### config.mk
export PLATFORM = sky130hd
export DESIGN_NAME = fill_buf_ctrl_flat
export DESIGN_NICKNAME = d
export VERILOG_FILES = /design/src/rtl/median_pkg.sv /design/src/rtl/fill_buf_ctrl_if.sv /design/src/rtl/mod_counter.sv /design/src/rtl/fill_buf_ctrl.sv /design/src/flat_wrapper.sv
export SDC_FILE = /design/constraint.sdc
export NUM_CORES = 1
export LEC_CHECK = 0
export BUFFER_PORTS_ARGS = -buffer_cell sky130_fd_sc_hd__buf_2
export CORE_ASPECT_RATIO = 0.9
export CORE_MARGIN = 2
export CORE_UTILIZATION = 43
export DETAILED_ROUTE_END_ITERATION = 12
export MAX_ROUTING_LAYER = met4
export PLACE_DENSITY = 0.73
export SYNTH_ARGS = -nofsm -noshare
export SYNTH_HDL_FRONTEND = slang
export SYNTH_HIERARCHICAL = 1
export SYNTH_SLANG_ARGS = --single-unit
### constraint.sdc
create_clock -name clk -period 2.7 [get_ports clk]
set_clock_uncertainty 0.15 [all_clocks]
set_input_delay 0.54 -clock clk [delete_from_list [all_inputs] [get_ports clk]]
set_output_delay 0.54 -clock clk [all_outputs]
set_load 0.01 [all_outputs]
### src/rtl/median_pkg.sv
// Shared types and defaults for the median-filter window buffer logic.
package median_pkg;

  typedef enum logic [1:0] {
    IDLE     = 2'd0,
    READ     = 2'd1,
    WAIT     = 2'd2,
    SEND_REQ = 2'd3
  } state_t;

  localparam int DEF_FILL_LEN = 9;

  // Bit width able to hold 0..n-1, never narrower than one bit.
  function automatic int width_of(input int n);
    return (n > 1) ? $clog2(n) : 1;
  endfunction

endpackage

### src/rtl/fill_buf_ctrl_if.sv
// Fill-side handshake bundle: control/read/send strobes in, buffer bookkeeping out.
interface fill_buf_ctrl_if
  import median_pkg::*;
#(
  parameter int NBUF     = 2,
  parameter int FILL_LEN = DEF_FILL_LEN
);

  localparam int CNT_W = width_of(FILL_LEN);
  localparam int IDX_W = width_of(NBUF);

  logic             start;
  logic             flush;
  logic             rd_ack;
  logic             send_busy;
  logic             send_done;
  logic             rd_req;
  logic [IDX_W-1:0] wr_idx;
  logic [CNT_W-1:0] wr_addr;
  logic             send_req;
  logic [IDX_W-1:0] send_idx;
  logic             filling;
  logic             no_free;
  logic [IDX_W:0]   occ_cnt;
  logic             err;

  // master is the fill controller, slave is the surrounding sampler/memory/sender.
  modport master (
    input  start, flush, rd_ack, send_busy, send_done,
    output rd_req, wr_idx, wr_addr, send_req, send_idx, filling, no_free, occ_cnt, err
  );

  modport slave (
    output start, flush, rd_ack, send_busy, send_done,
    input  rd_req, wr_idx, wr_addr, send_req, send_idx, filling, no_free, occ_cnt, err
  );

endinterface

### src/rtl/mod_counter.sv
// Modulo-MOD up-counter with synchronous clear (priority) and count enable.
module mod_counter #(
  parameter int MOD = 2,
  parameter int W   = 1
) (
  input  logic         clk,
  input  logic         rst_n,
  input  logic         clr,
  input  logic         en,
  output logic [W-1:0] cnt
);

  localparam logic [W-1:0] LAST = W'(MOD - 1);

  // NOTE: sequential state uses non-blocking assignments so every flop samples pre-edge values.
  always_ff @(posedge clk or negedge rst_n) begin
    if (!rst_n) begin
      cnt <= '0;
    end else if (clr) begin
      cnt <= '0;
    end else if (en) begin
      cnt <= (cnt == LAST) ? '0 : cnt + W'(1);
    end
  end

endmodule

### src/rtl/fill_buf_ctrl.sv
// Fill controller for NBUF rotating window buffers: allocates, fills FILL_LEN words, hands off to sender.
module fill_buf_ctrl
  import median_pkg::*;
#(
  parameter int NBUF     = 2,
  parameter int FILL_LEN = DEF_FILL_LEN
) (
  input logic             clk,
  input logic             rst_n,
  fill_buf_ctrl_if.master bus
);

  localparam int CNT_W = width_of(FILL_LEN);
  localparam int IDX_W = width_of(NBUF);
  localparam logic [IDX_W:0]   NBUF_C    = (IDX_W + 1)'(NBUF);
  localparam logic [CNT_W-1:0] LAST_ADDR = CNT_W'(FILL_LEN - 1);

  state_t           state, state_nxt;
  logic             pend;
  logic             err_q;
  logic [IDX_W:0]   occ_cnt;
  logic [CNT_W-1:0] wr_addr;
  logic [IDX_W-1:0] wr_idx;
  logic             release_ok, alloc, fill_last;

  assign release_ok = bus.send_done && (occ_cnt != '0);
  // A release in the same cycle frees a slot for this allocation.
  assign alloc      = (state == IDLE) && (bus.start || pend) && !bus.flush &&
                      ((occ_cnt != NBUF_C) || release_ok);
  assign fill_last  = (state == READ) && bus.rd_ack && (wr_addr == LAST_ADDR);

  always_ff @(posedge clk or negedge rst_n) begin
    if (!rst_n) state <= IDLE;
    else        state <= state_nxt;
  end

  // NOTE: every combinational output gets a default first, so no path can infer a latch.
  always_comb begin
    state_nxt = state;
    if (bus.flush) begin
      state_nxt = IDLE;
    end else begin
      case (state)
        IDLE:     if (alloc) state_nxt = READ;
        READ:     if (fill_last) state_nxt = bus.send_busy ? WAIT : SEND_REQ;
        WAIT:     if (!bus.send_busy) state_nxt = SEND_REQ;
        SEND_REQ: state_nxt = IDLE;
      endcase
    end
  end

  always_ff @(posedge clk or negedge rst_n) begin
    if (!rst_n) begin
      pend    <= 1'b0;
      occ_cnt <= '0;
      err_q   <= 1'b0;
    end else begin
      if (bus.send_done && (occ_cnt == '0)) err_q <= 1'b1;
      if (bus.flush) begin
        pend    <= 1'b0;
        occ_cnt <= '0;
      end else begin
        pend    <= alloc ? 1'b0 : (bus.start || pend);
        occ_cnt <= occ_cnt + (IDX_W + 1)'(alloc) - (IDX_W + 1)'(release_ok);
      end
    end
  end

  mod_counter #(.MOD(FILL_LEN), .W(CNT_W)) u_addr_cnt (
    .clk   (clk),
    .rst_n (rst_n),
    .clr   (bus.flush || (state == IDLE)),
    .en    ((state == READ) && bus.rd_ack),
    .cnt   (wr_addr)
  );

  // Buffer index advances as the filled buffer is handed over.
  mod_counter #(.MOD(NBUF), .W(IDX_W)) u_idx_cnt (
    .clk   (clk),
    .rst_n (rst_n),
    .clr   (bus.flush),
    .en    (state == SEND_REQ),
    .cnt   (wr_idx)
  );

  assign bus.rd_req   = (state == READ);
  assign bus.filling  = (state != IDLE);
  assign bus.send_req = (state == SEND_REQ);
  assign bus.send_idx = wr_idx;
  assign bus.wr_idx   = wr_idx;
  assign bus.wr_addr  = wr_addr;
  assign bus.occ_cnt  = occ_cnt;
  assign bus.no_free  = (occ_cnt == NBUF_C);
  assign bus.err      = err_q;

endmodule

### src/flat_wrapper.sv
// flat-port wrapper written by rule: the top's interface ports become plain ports
module fill_buf_ctrl_flat import median_pkg::*;
#(
  parameter int NBUF     = 2,
  parameter int FILL_LEN = DEF_FILL_LEN
)
  (clk, rst_n, bus_start, bus_flush, bus_rd_ack, bus_send_busy, bus_send_done, bus_rd_req, bus_wr_idx, bus_wr_addr, bus_send_req, bus_send_idx, bus_filling, bus_no_free, bus_occ_cnt, bus_err);
  fill_buf_ctrl_if #(.NBUF(NBUF), .FILL_LEN(FILL_LEN)) bus_i ();
  input logic clk;
  input logic rst_n;
  input wire logic [$bits(bus_i.start)-1:0] bus_start;
  input wire logic [$bits(bus_i.flush)-1:0] bus_flush;
  input wire logic [$bits(bus_i.rd_ack)-1:0] bus_rd_ack;
  input wire logic [$bits(bus_i.send_busy)-1:0] bus_send_busy;
  input wire logic [$bits(bus_i.send_done)-1:0] bus_send_done;
  output wire logic [$bits(bus_i.rd_req)-1:0] bus_rd_req;
  output wire logic [$bits(bus_i.wr_idx)-1:0] bus_wr_idx;
  output wire logic [$bits(bus_i.wr_addr)-1:0] bus_wr_addr;
  output wire logic [$bits(bus_i.send_req)-1:0] bus_send_req;
  output wire logic [$bits(bus_i.send_idx)-1:0] bus_send_idx;
  output wire logic [$bits(bus_i.filling)-1:0] bus_filling;
  output wire logic [$bits(bus_i.no_free)-1:0] bus_no_free;
  output wire logic [$bits(bus_i.occ_cnt)-1:0] bus_occ_cnt;
  output wire logic [$bits(bus_i.err)-1:0] bus_err;
  assign bus_i.start = bus_start;
  assign bus_i.flush = bus_flush;
  assign bus_i.rd_ack = bus_rd_ack;
  assign bus_i.send_busy = bus_send_busy;
  assign bus_i.send_done = bus_send_done;
  assign bus_rd_req = bus_i.rd_req;
  assign bus_wr_idx = bus_i.wr_idx;
  assign bus_wr_addr = bus_i.wr_addr;
  assign bus_send_req = bus_i.send_req;
  assign bus_send_idx = bus_i.send_idx;
  assign bus_filling = bus_i.filling;
  assign bus_no_free = bus_i.no_free;
  assign bus_occ_cnt = bus_i.occ_cnt;
  assign bus_err = bus_i.err;
  fill_buf_ctrl #(.NBUF(NBUF), .FILL_LEN(FILL_LEN)) u_core (.clk(clk), .rst_n(rst_n), .bus(bus_i));
endmodule
==> results.sh, run 1 <==
export IMPL_synth_area_per_cell_um2=9.857
export IMPL_slowest_stage="dfrtp_1"
export IMPL_sequentialPowerShare_pct=37.1
export IMPL_synth_seq_area_share_pct=37.74
export IMPL_track_usage_pct=16.23
export IMPL_ant_nets=0
export IMPL_ys_warn_count=6
export IMPL_core_um2=1629
export IMPL_cts_path_max_buffers=2
export IMPL_gp_congestion=0.7730
export IMPL_maxSlewHeadroom_pct=73.97
export IMPL_rr_startpoint="u_core/state[0]$_DFFE_PN0P_"
export IMPL_fill_cells=158
export IMPL_ios=20
export IMPL_multiInputGateArea_um2=420.4
export IMPL_hold_violations=0
export IMPL_place_area_um2=847.1
export IMPL_htree_levels=1
export IMPL_fin_tns_setup_ns=0
export IMPL_p_per_area_nw_per_um2=662.0
export IMPL_rsz0062_at_grt="false"
export IMPL_clock_latency_ns=0.27
export IMPL_top_layer="met4"
export IMPL_numClockSinks=11
export IMPL_critPathMostFrequentCell="ha_1"
export IMPL_hold_path_class="reg2reg"
export IMPL_post_route_cell_area_um2=883.3
export IMPL_grt_overflow_total=0
export IMPL_wl_met1_um=635
export IMPL_numPortBuffers=19
export IMPL_wl_um=1337
export IMPL_synth_enable_flop_cells=0
export IMPL_vias=599
export IMPL_netSwitchingFraction_pct=37.55
export IMPL_layout_min_cycle_time_ns=2.213
export IMPL_totalPowerFinal_mw=0.5848
export IMPL_ys_top_cells_by_area="dfrtp_1 38%, ha_1 12%, inv_1 3.6%"
export IMPL_netlist_instances=74
export IMPL_fin_crit_sh_pct=81.97
export IMPL_synth_area_leader_cell="dfrtp_1"
export IMPL_setup_violations=0
export IMPL_cts_repair_resized=0
export IMPL_critPathKind="reg2reg"
export IMPL_antenna_found_initial=0
export IMPL_synth_net_count=88
export IMPL_outcome="finished, final reports clean"
export IMPL_drive_gt1_share_pct=27.84
export IMPL_synth_seq_cells=11
export IMPL_p_sw_mw=0.2196
export IMPL_synth_top_area_share_pct=37.74
export IMPL_dr_wl_met2_um=629
export IMPL_maxCapViolCount=0
export IMPL_die_area_um2=2042
export IMPL_arrival_ns=2.22
export IMPL_synth_cell_area_um2=729.5
export IMPL_wl_per_cell_um=11.05
export IMPL_p_int_mw=0.3652
export IMPL_fmax_mhz=451.8
export IMPL_ir_worst_vdd_v=0.0004603
export IMPL_fp_dieW_um=47.42
export IMPL_max_stage_delay_ns=0.40
export IMPL_first_global_vias=528
export IMPL_place_hpwl_um=1053
export IMPL_leakage_nw=0.4381
export IMPL_antenna_cells=0
export IMPL_dr_pass1_iters=3
export IMPL_crit_path_max_fanout=7
export IMPL_required_ns=2.70
export IMPL_num_rows=14
export IMPL_register_area_um2=275.3
export IMPL_slew_violations=0
export IMPL_nets=112
export IMPL_crit_path_end_kind="register"
export IMPL_clk_pin_slew_ns=0.07
export IMPL_viasPerCell=4.950
export IMPL_clock_power_share_pct=18.6
export IMPL_drcViolationCount=0
export IMPL_grt_max_degree=12
export IMPL_syn2layout_area_growth_pct=21.10
export IMPL_wl_met3_um=62
export IMPL_yosysUniqueCellTypes=33
export IMPL_drt_iter0_drc=5
export IMPL_synthArstFlopShare_pct=100.0
export IMPL_combPwrFrac_pct=44.3
export IMPL_clock_root_buffer="clkbuf_4"
export IMPL_worstHoldStart="u_core/bus.err$_DFFE_PN0P_"
export IMPL_grt_pass1_wl_um=2277
export IMPL_cts_made_buffers=3
export IMPL_synthFlopType="dfrtp_1"
export IMPL_worst_pin_slew_ns=0.3807
export IMPL_cp_cell_sequence="inv_1, ha_1, nand2_1, xnor2_1, o22a_1, ha_1, and2b_1, mux2_1"
export IMPL_cts_tree="built"
export IMPL_critPathLaunchType="register"
export IMPL_start_util_pct=44.78
export IMPL_startpoint="u_core/state[0]$_DFFE_PN0P_"
export IMPL_die_h_um=43.08
[state kept, by name (all words and copies together) (netlist names)]
| name | cells |
|---|---|
| u_core/bus.occ_cnt | 2 |
| u_core/state | 2 |
| u_core/u_idx_cnt/cnt | 1 |
| u_core/u_addr_cnt/cnt | 4 |
| u_core/pend | 1 |
| u_core/bus.err | 1 |
[kinds of logic (layout without fill, tap and decap cells)]
logic type	after synthesis	after routing	share of synthesized area (%)
adders and majority gates	7	7	12.01
and+or+nand+nor	24	24	18.70
buffers and inverters	8	31	4.632
muxes	3	3	4.288
xor gates and xnor gates	2	2	2.402
AOI/OAI and AO/OA	19	19	20.24
DFF	11	11	37.74
[what timing repair did]
item / CTS / global route
endpoints found under the hold margin: 11 / 0
hold buffers: 1 / 0
buffers inserted: 0 / 0
[final cells by class]
| type | count | share of cell area (%) |
|---|---|---|
| Multi-Input combinational cell | 55 | 47.59 |
| Tap cell | 24 | 3.399 |
| Timing Repair Buffer | 20 | 11.90 |
| Sequential cell | 11 | 31.16 |
| Inverter | 7 | 2.975 |
| Clock buffer | 4 | 2.975 |
[critical path, delay by kind of cell, from the launching register on]
family,cells,cell delay (ns)
XOR/XNOR,1,0.14
buffers and inverters,1,0.14
AO/OA/AOI/OAI,1,0.20
adder cells (fa/ha/maj),2,0.49
flip-flops,1,0.40
AND/OR/NAND/NOR,2,0.30
multiplexers,1,0.28
[power by group through the flow]
stage | combinational, mW | sequential, mW | clock, mW
detailed placement | 0.259 | 0.220 | 0
CTS | 0.262 | 0.217 | 0.114
finish | 0.259 | 0.217 | 0.109
global placement | 0.254 | 0.218 | 0
floorplan | 0.187 | 0.219 | 0
global route | 0.295 | 0.222 | 0.122
[through the flow]
| step | instances | setup WS (ns) | util (%) | hold slack, ns |
|---|---|---|---|---|
| floorplan | 74 | 0.6375 | - | 0.09441 |
| global placement | 116 | 0.4650 | 52.00 | 0.2692 |
| detailed placement | 116 | 0.4434 | 52.00 | 0.2713 |
| CTS | 121 | 0.4993 | 54.22 | 0.3302 |
| global route | 121 | 0.3585 | 54.22 | 0.3719 |
| finish | 121 | 0.4868 | 54.22 | 0.3200 |
[routing by layer]
metal	up-vias	track usage, %
met5	-	-
met4	0	5.000
met3	2	6.383
met2	11	22.16
met1	278	21.98
li1	308	-
[synth_stat cells, types with 2 or more instances]
library cell  number
and2_1             2
a21oi_1            4
ha_1               7
and2b_1            2
inv_1              7
nand2b_1           3
nor3b_1            2
dfrtp_1           11
nand2_1            5
xnor2_1            2
mux2i_1            2
nor2_1             5
a21o_1             2
[cells in the final DEF, fill, tap and decap left out, types with 2 or more instances in the layout]
master and count:
buf_2 19, dfrtp_1 11, inv_1 7, ha_1 7, nand2_1 5, nor2_1 5
a21oi_1 4, clkbuf_4 3, nand2b_1 3, xnor2_1 2, and2b_1 2, and2_1 2
nor3b_1 2, a21o_1 2, mux2i_1 2
[worst paths after layout]
check / to / slack (ns) / depth (start not counted)
max in group asynchronous: u_core/u_addr_cnt/cnt[3]$_DFFE_PN0P_ / 1.67 / 2
max: u_core/bus.occ_cnt[1]$_DFF_PN0_ / 0.49 / 8
max reg2reg: u_core/bus.occ_cnt[1]$_DFF_PN0_ / 0.49 / 8
min: u_core/bus.err$_DFFE_PN0P_ / 0.32 / 1
min in group asynchronous: u_core/u_addr_cnt/cnt[1]$_DFFE_PN0P_ / 0.52 / 2
min reg2reg: u_core/bus.err$_DFFE_PN0P_ / 0.32 / 1
Note: power is estimated with default switching activity, not from simulation.
==> run 2, diff against run 1 <==
- clock period: 2.7 -> 2.3 ns (I/O delays scaled with it)
==> run 2 against run 1 <==
Against the previous run:
- combinational power rose by 27%
- first-iteration DRC count rose by 120%
- maximum frequency rose by 5.0%
- via count rose by 3.8%
- utilization rose by 0.92 points
- final area rose by 1.7%
- non-clock buffer count rose by 2
- critical path type unchanged
- critical endpoint unchanged
==> results.sh, run 2 (same netlist as run 1, synthesis figures left out) <==
export IMPL_grt_max_degree=12
export IMPL_fin_tns_setup_ns=0
export IMPL_grt_pass1_wl_um=2580
export IMPL_p_int_mw=0.4408
export IMPL_crit_path_end_kind="register"
export IMPL_cp_cell_sequence="inv_1, ha_1, nand2_1, xnor2_1, o22a_1, ha_1, and2b_1, mux2_1"
export IMPL_leakage_nw=0.4473
export IMPL_dr_pass1_iters=4
export IMPL_wl_um=1575
export IMPL_num_rows=14
export IMPL_hold_violations=0
export IMPL_wl_per_cell_um=12.80
export IMPL_clock_power_share_pct=18.9
export IMPL_ir_worst_vdd_v=0.0004606
export IMPL_rr_startpoint="u_core/state[0]$_DFFE_PN0P_"
export IMPL_vias=622
export IMPL_antenna_cells=0
export IMPL_htree_levels=1
export IMPL_final_cell_mix="19 x buf_2, 11 x dfrtp_1, 7 x inv_1, 7 x ha_1"
export IMPL_critPathMostFrequentCell="ha_1"
export IMPL_totalPowerFinal_mw=0.7191
export IMPL_maxCapViolCount=0
export IMPL_place_area_um2=862.1
export IMPL_post_route_cell_area_um2=898.4
export IMPL_gp_congestion=0.8659
export IMPL_numClockSinks=11
export IMPL_clk_pin_slew_ns=0.08
export IMPL_rsz0062_at_grt="false"
export IMPL_p_sw_mw=0.2783
export IMPL_drcViolationCount=0
export IMPL_ant_nets=0
export IMPL_regMostFlops="u_core/u_addr_cnt/cnt"
export IMPL_drive_gt1_share_pct=29.29
export IMPL_hold_path_class="in2reg"
export IMPL_p_per_area_nw_per_um2=800.4
export IMPL_track_usage_pct=18.64
export IMPL_cts_made_buffers=3
export IMPL_critPathKind="reg2reg"
export IMPL_fin_crit_sh_pct=91.64
export IMPL_whs_path_depth=2
export IMPL_slowest_stage="dfrtp_1"
export IMPL_placed_cells=118
export IMPL_nets=114
export IMPL_fmax_mhz=474.4
export IMPL_outcome="finished, final reports clean"
export IMPL_place_hpwl_um=1132
export IMPL_worstHoldStart="bus_send_done"
export IMPL_viasPerCell=5.057
export IMPL_drt_iter0_drc=11
export IMPL_layout_commonest_cell="buf_2"
export IMPL_critPathLaunchType="register"
export IMPL_core_um2=1629
export IMPL_maxSlewHeadroom_pct=75.38
export IMPL_clock_root_buffer="clkbuf_4"
export IMPL_reg2reg_to="u_core/bus.occ_cnt[1]$_DFF_PN0_"
export IMPL_max_stage_delay_ns=0.41
export IMPL_r2r_cells=8
export IMPL_holdWs_ns=0.3095
export IMPL_combPwrFrac_pct=45.7
export IMPL_pre_cts_ws_ns=0.1704
export IMPL_netSwitchingFraction_pct=38.70
export IMPL_start_util_pct=44.78
export IMPL_post_cts_setup_buffers=0
export IMPL_largest_reg_flops=4
export IMPL_die_area_um2=2042
export IMPL_die_h_um=43.08
export IMPL_grt_overflow_total=0
export IMPL_required_ns=2.30
export IMPL_reg2reg_setup_slack_ns=0.19
export IMPL_numPortBuffers=19
export IMPL_antenna_found_initial=0
export IMPL_ios=20
export IMPL_postLayoutSetupSlackWorst_ns=0.1922
export IMPL_first_global_vias=567
export IMPL_reg_largest_list="u_core/u_addr_cnt/cnt: 4 flops, u_core/bus.occ_cnt: 2 flops, u_core/state: 2 flops"
export IMPL_arrival_ns=2.11
export IMPL_cts_tree="built"
export IMPL_final_core_util_pct=55.15
export IMPL_holdPathEnd="u_core/bus.err$_DFFE_PN0P_"
export IMPL_sequentialPowerShare_pct=35.4
export IMPL_clock_latency_ns=0.27
export IMPL_crit_path_max_fanout=5
export IMPL_layout_min_cycle_time_ns=2.108
export IMPL_fp_dieW_um=47.42
export IMPL_fill_cells=149
export IMPL_slew_violations=0
export IMPL_syn2layout_area_growth_pct=23.16
export IMPL_cts_path_max_buffers=2
export IMPL_instances_no_fill=123
export IMPL_worst_pin_slew_ns=0.3601
export IMPL_setup_violations=0
==> run 2: cell count changes in the layout (fill, tap and decap cells not counted), sizes merged <==
cell,change
buf,+2
==> run 2: power by group through the flow <==
stage,clock (mW),sequential (mW),combinational (mW)
6_report,0.136,0.255,0.328
5_1_grt,0.149,0.259,0.365
4_1_cts,0.142,0.254,0.328
3_5_place_dp,0,0.257,0.322
3_3_place_gp,0,0.257,0.319
2_1_floorplan,0,0.257,0.220
==> run 2: worst max-delay path, delay by kind of cell, from the launching register on <==
kind / cells / cell delay (ns)
simple gates: 2 / 0.27
compound gates: 1 / 0.20
buf+inv: 1 / 0.14
mux: 1 / 0.31
fa+ha+maj: 2 / 0.38
flops: 1 / 0.41
xor+xnor: 1 / 0.14
==> run 2: area by class of cell <==
| class | instances | area, um^2 | area share [%] |
|---|---|---|---|
| clock buffer | 4 | 26.28 | 2.925 |
| inverter | 7 | 26.28 | 2.925 |
| multi-input combinational | 55 | 420.4 | 46.80 |
| sequential | 11 | 275.3 | 30.64 |
| tap | 24 | 30.03 | 3.343 |
| timing repair buffer | 22 | 120.1 | 13.37 |
==> run 2: worst max path at each step <==
stage | startpoint | endpoint | slack [ns]
2_1_floorplan | u_core/state[0]$_DFFE_PN0P_ | u_core/bus.occ_cnt[1]$_DFF_PN0_ | 0.24
6_report | u_core/state[0]$_DFFE_PN0P_ | u_core/bus.occ_cnt[1]$_DFF_PN0_ | 0.19
3_5_place_dp | bus_flush | u_core/bus.occ_cnt[1]$_DFF_PN0_ | 0.17
4_1_cts | u_core/state[0]$_DFFE_PN0P_ | u_core/bus.occ_cnt[1]$_DFF_PN0_ | 0.20
5_1_grt | u_core/state[0]$_DFFE_PN0P_ | u_core/bus.occ_cnt[1]$_DFF_PN0_ | 0.08
3_3_place_gp | bus_flush | u_core/bus.occ_cnt[1]$_DFF_PN0_ | 0.21
==> run 2: per-layer routing <==
layer | track usage (%) | share of wire, %
met5 | - | 0
met4 | 8.333 | 0.63
met3 | 2.553 | 4.1
met2 | 26.49 | 47
met1 | 25.94 | 48
==> run 2: what timing repair did <==
| item | 4_1_cts | 5_1_grt |
|---|---|---|
| hold buffers | 1 | 0 |
| endpoints found under the hold margin | 11 | 0 |
| resized for setup | 0 | 0 |
| endpoints found under the setup margin | 0 | 0 |
==> run 3, diff against run 2 <==
- CELL_PAD_IN_SITES_DETAIL_PLACEMENT: default -> 0
- CELL_PAD_IN_SITES_GLOBAL_PLACEMENT: default -> 1
- CORE_UTILIZATION: 43 -> 37
- PLACE_DENSITY: 0.73 -> 0.8
==> run 3 against run 2 <==
Against the previous run:
- hold slack worse by 0.014 ns
- die area is 15% higher
- final cell count stayed put
- sequential cell count stayed put
- global-route usage is 4.9 points lower
- wire length is 11% lower
- utilization is 8.1 points lower
- largest cell class unchanged
==> results.sh, run 3 (same netlist as run 1, synthesis figures left out) <==
export IMPL_antenna_cells=0
export IMPL_viasPerCell=4.732
export IMPL_regMostFlops="u_core/u_addr_cnt/cnt"
export IMPL_grt_max_degree=12
export IMPL_fmax_mhz=478.4
export IMPL_cts_path_max_buffers=2
export IMPL_maxCapViolCount=0
export IMPL_drcViolationCount=0
export IMPL_fin_crit_sh_pct=90.88
export IMPL_cts_repair_resized=0
export IMPL_crit_path_max_fanout=5
export IMPL_htree_levels=1
export IMPL_fill_cells=200
export IMPL_first_global_vias=535
export IMPL_rsz0062_at_grt="false"
export IMPL_track_usage_pct=13.74
export IMPL_ant_nets=0
export IMPL_p_per_area_nw_per_um2=789.3
export IMPL_maxSlewHeadroom_pct=73.46
export IMPL_largest_reg_flops=4
export IMPL_post_route_cell_area_um2=892.1
export IMPL_grt_overflow_total=0
export IMPL_vias=582
export IMPL_fp_dieW_um=50.81
export IMPL_placed_cells=118
export IMPL_critPathKind="reg2reg"
export IMPL_layout_min_cycle_time_ns=2.090
export IMPL_ir_worst_vdd_v=0.0003359
export IMPL_arrival_ns=2.09
export IMPL_layout_commonest_cell="buf_2"
export IMPL_drive_gt1_share_pct=28.57
export IMPL_fin_tns_setup_ns=0
export IMPL_leakage_nw=0.4425
export IMPL_die_area_um2=2343
export IMPL_holdWs_ns=0.2959
export IMPL_crit_path_end_kind="register"
export IMPL_hold_path_class="in2reg"
export IMPL_dr_pass1_iters=4
export IMPL_wl_per_cell_um=11.36
export IMPL_cts_made_buffers=3
export IMPL_drt_iter0_drc=7
export IMPL_post_cts_setup_buffers=0
export IMPL_setup_violations=0
export IMPL_instances_no_fill=123
export IMPL_core_um2=1896
export IMPL_nets=113
export IMPL_ios=20
export IMPL_outcome="finished, final reports clean"
export IMPL_reg_largest_list="u_core/u_addr_cnt/cnt: 4 flops, u_core/bus.occ_cnt: 2 flops, u_core/state: 2 flops"
export IMPL_place_area_um2=855.8
export IMPL_worst_pin_slew_ns=0.3881
export IMPL_numPortBuffers=19
export IMPL_hold_violations=0
export IMPL_antenna_found_initial=0
export IMPL_final_core_util_pct=47.06
export IMPL_required_ns=2.30
export IMPL_slew_violations=0
export IMPL_final_cell_mix="19 x buf_2, 11 x dfrtp_1, 7 x inv_1, 7 x ha_1"
export IMPL_hold_buffers=1
export IMPL_critPathLaunchType="register"
export IMPL_num_rows=15
export IMPL_grt_pass1_wl_um=2263
export IMPL_start_util_pct=38.48
export IMPL_cts_tree="built"
export IMPL_numClockSinks=11
export IMPL_gp_congestion=0.8285
export IMPL_place_hpwl_um=1071
export IMPL_die_h_um=46.13
export IMPL_clock_latency_ns=0.26
export IMPL_clock_root_buffer="clkbuf_4"
export IMPL_syn2layout_area_growth_pct=22.30
export IMPL_clk_pin_slew_ns=0.07
export IMPL_wl_um=1397
## run 3: cell count changes in the layout (fill, tap and decap cells not counted)
| cell | delta |
|---|---|
| buf_4 | -1 |
## run 3: where the power goes
group / switching [mW] / internal [mW] / total (mW) / leakage, nW
registers: 0.0338 / 0.221 / 0.255 / 0.146
logic: 0.168 / 0.152 / 0.320 / 0.282
clock network: 0.0623 / 0.0670 / 0.129 / 0.0150
total: 0.264 / 0.440 / 0.704 / 0.443
## run 3: worst paths after layout
| path | from | end | slack [ns] | cells past startpoint |
|---|---|---|---|---|
| max in group asynchronous | rst_n | u_core/u_addr_cnt/cnt[1]$_DFFE_PN0P_ | 1.36 | 2 |
| min in group asynchronous | rst_n | u_core/bus.occ_cnt[0]$_DFF_PN0_ | 0.44 | 2 |
| worst min register to register | u_core/bus.err$_DFFE_PN0P_ | u_core/bus.err$_DFFE_PN0P_ | 0.35 | 1 |
| worst max register to register | u_core/state[0]$_DFFE_PN0P_ | u_core/bus.occ_cnt[1]$_DFF_PN0_ | 0.21 | 8 |
| worst min-delay path | bus_flush | u_core/u_idx_cnt/cnt$_DFFE_PN0P_ | 0.30 | 2 |
| worst max-delay path | u_core/state[0]$_DFFE_PN0P_ | u_core/bus.occ_cnt[1]$_DFF_PN0_ | 0.21 | 8 |
## run 3: worst max-delay path, stage by stage (launching register included)
cell and delay (ns):
dfrtp_1 0.41, inv_1 0.14, ha_1 0.21, nand2_1 0.11, xnor2_1 0.14, o22a_1 0.20
ha_1 0.19, and2b_1 0.15, mux2_1 0.29
## run 3: routing by layer
| metal | up-vias | wire length [um] | track usage, % |
|---|---|---|---|
| met1 | 260 | 712 | 17.17 |
| met3 | 0 | 60 | 1.948 |
| met2 | 13 | 624 | 21.58 |
| met5 | - | 0 | - |
| li1 | 309 | - | - |
| met4 | 0 | 0 | 8.108 |
## run 3: layout make-up
class / count / area (um^2) / area share (%)
Multi-Input combinational cell: 55 / 420.4 / 47.12
Sequential cell: 11 / 275.3 / 30.86
Timing Repair Buffer: 21 / 112.6 / 12.62
Tap cell: 25 / 31.28 / 3.506
Clock buffer: 4 / 26.28 / 2.945
Inverter: 7 / 26.28 / 2.945
## run 3: stage by stage
step | power (mW) | setup slack, ns
floorplan | 0.4770 | 0.2375
detailed placement | 0.5790 | 0.1040
CTS | 0.7120 | 0.2105
global placement | 0.5772 | 0.1461
finish | 0.7041 | 0.2098
global route | 0.7662 | 0.1097
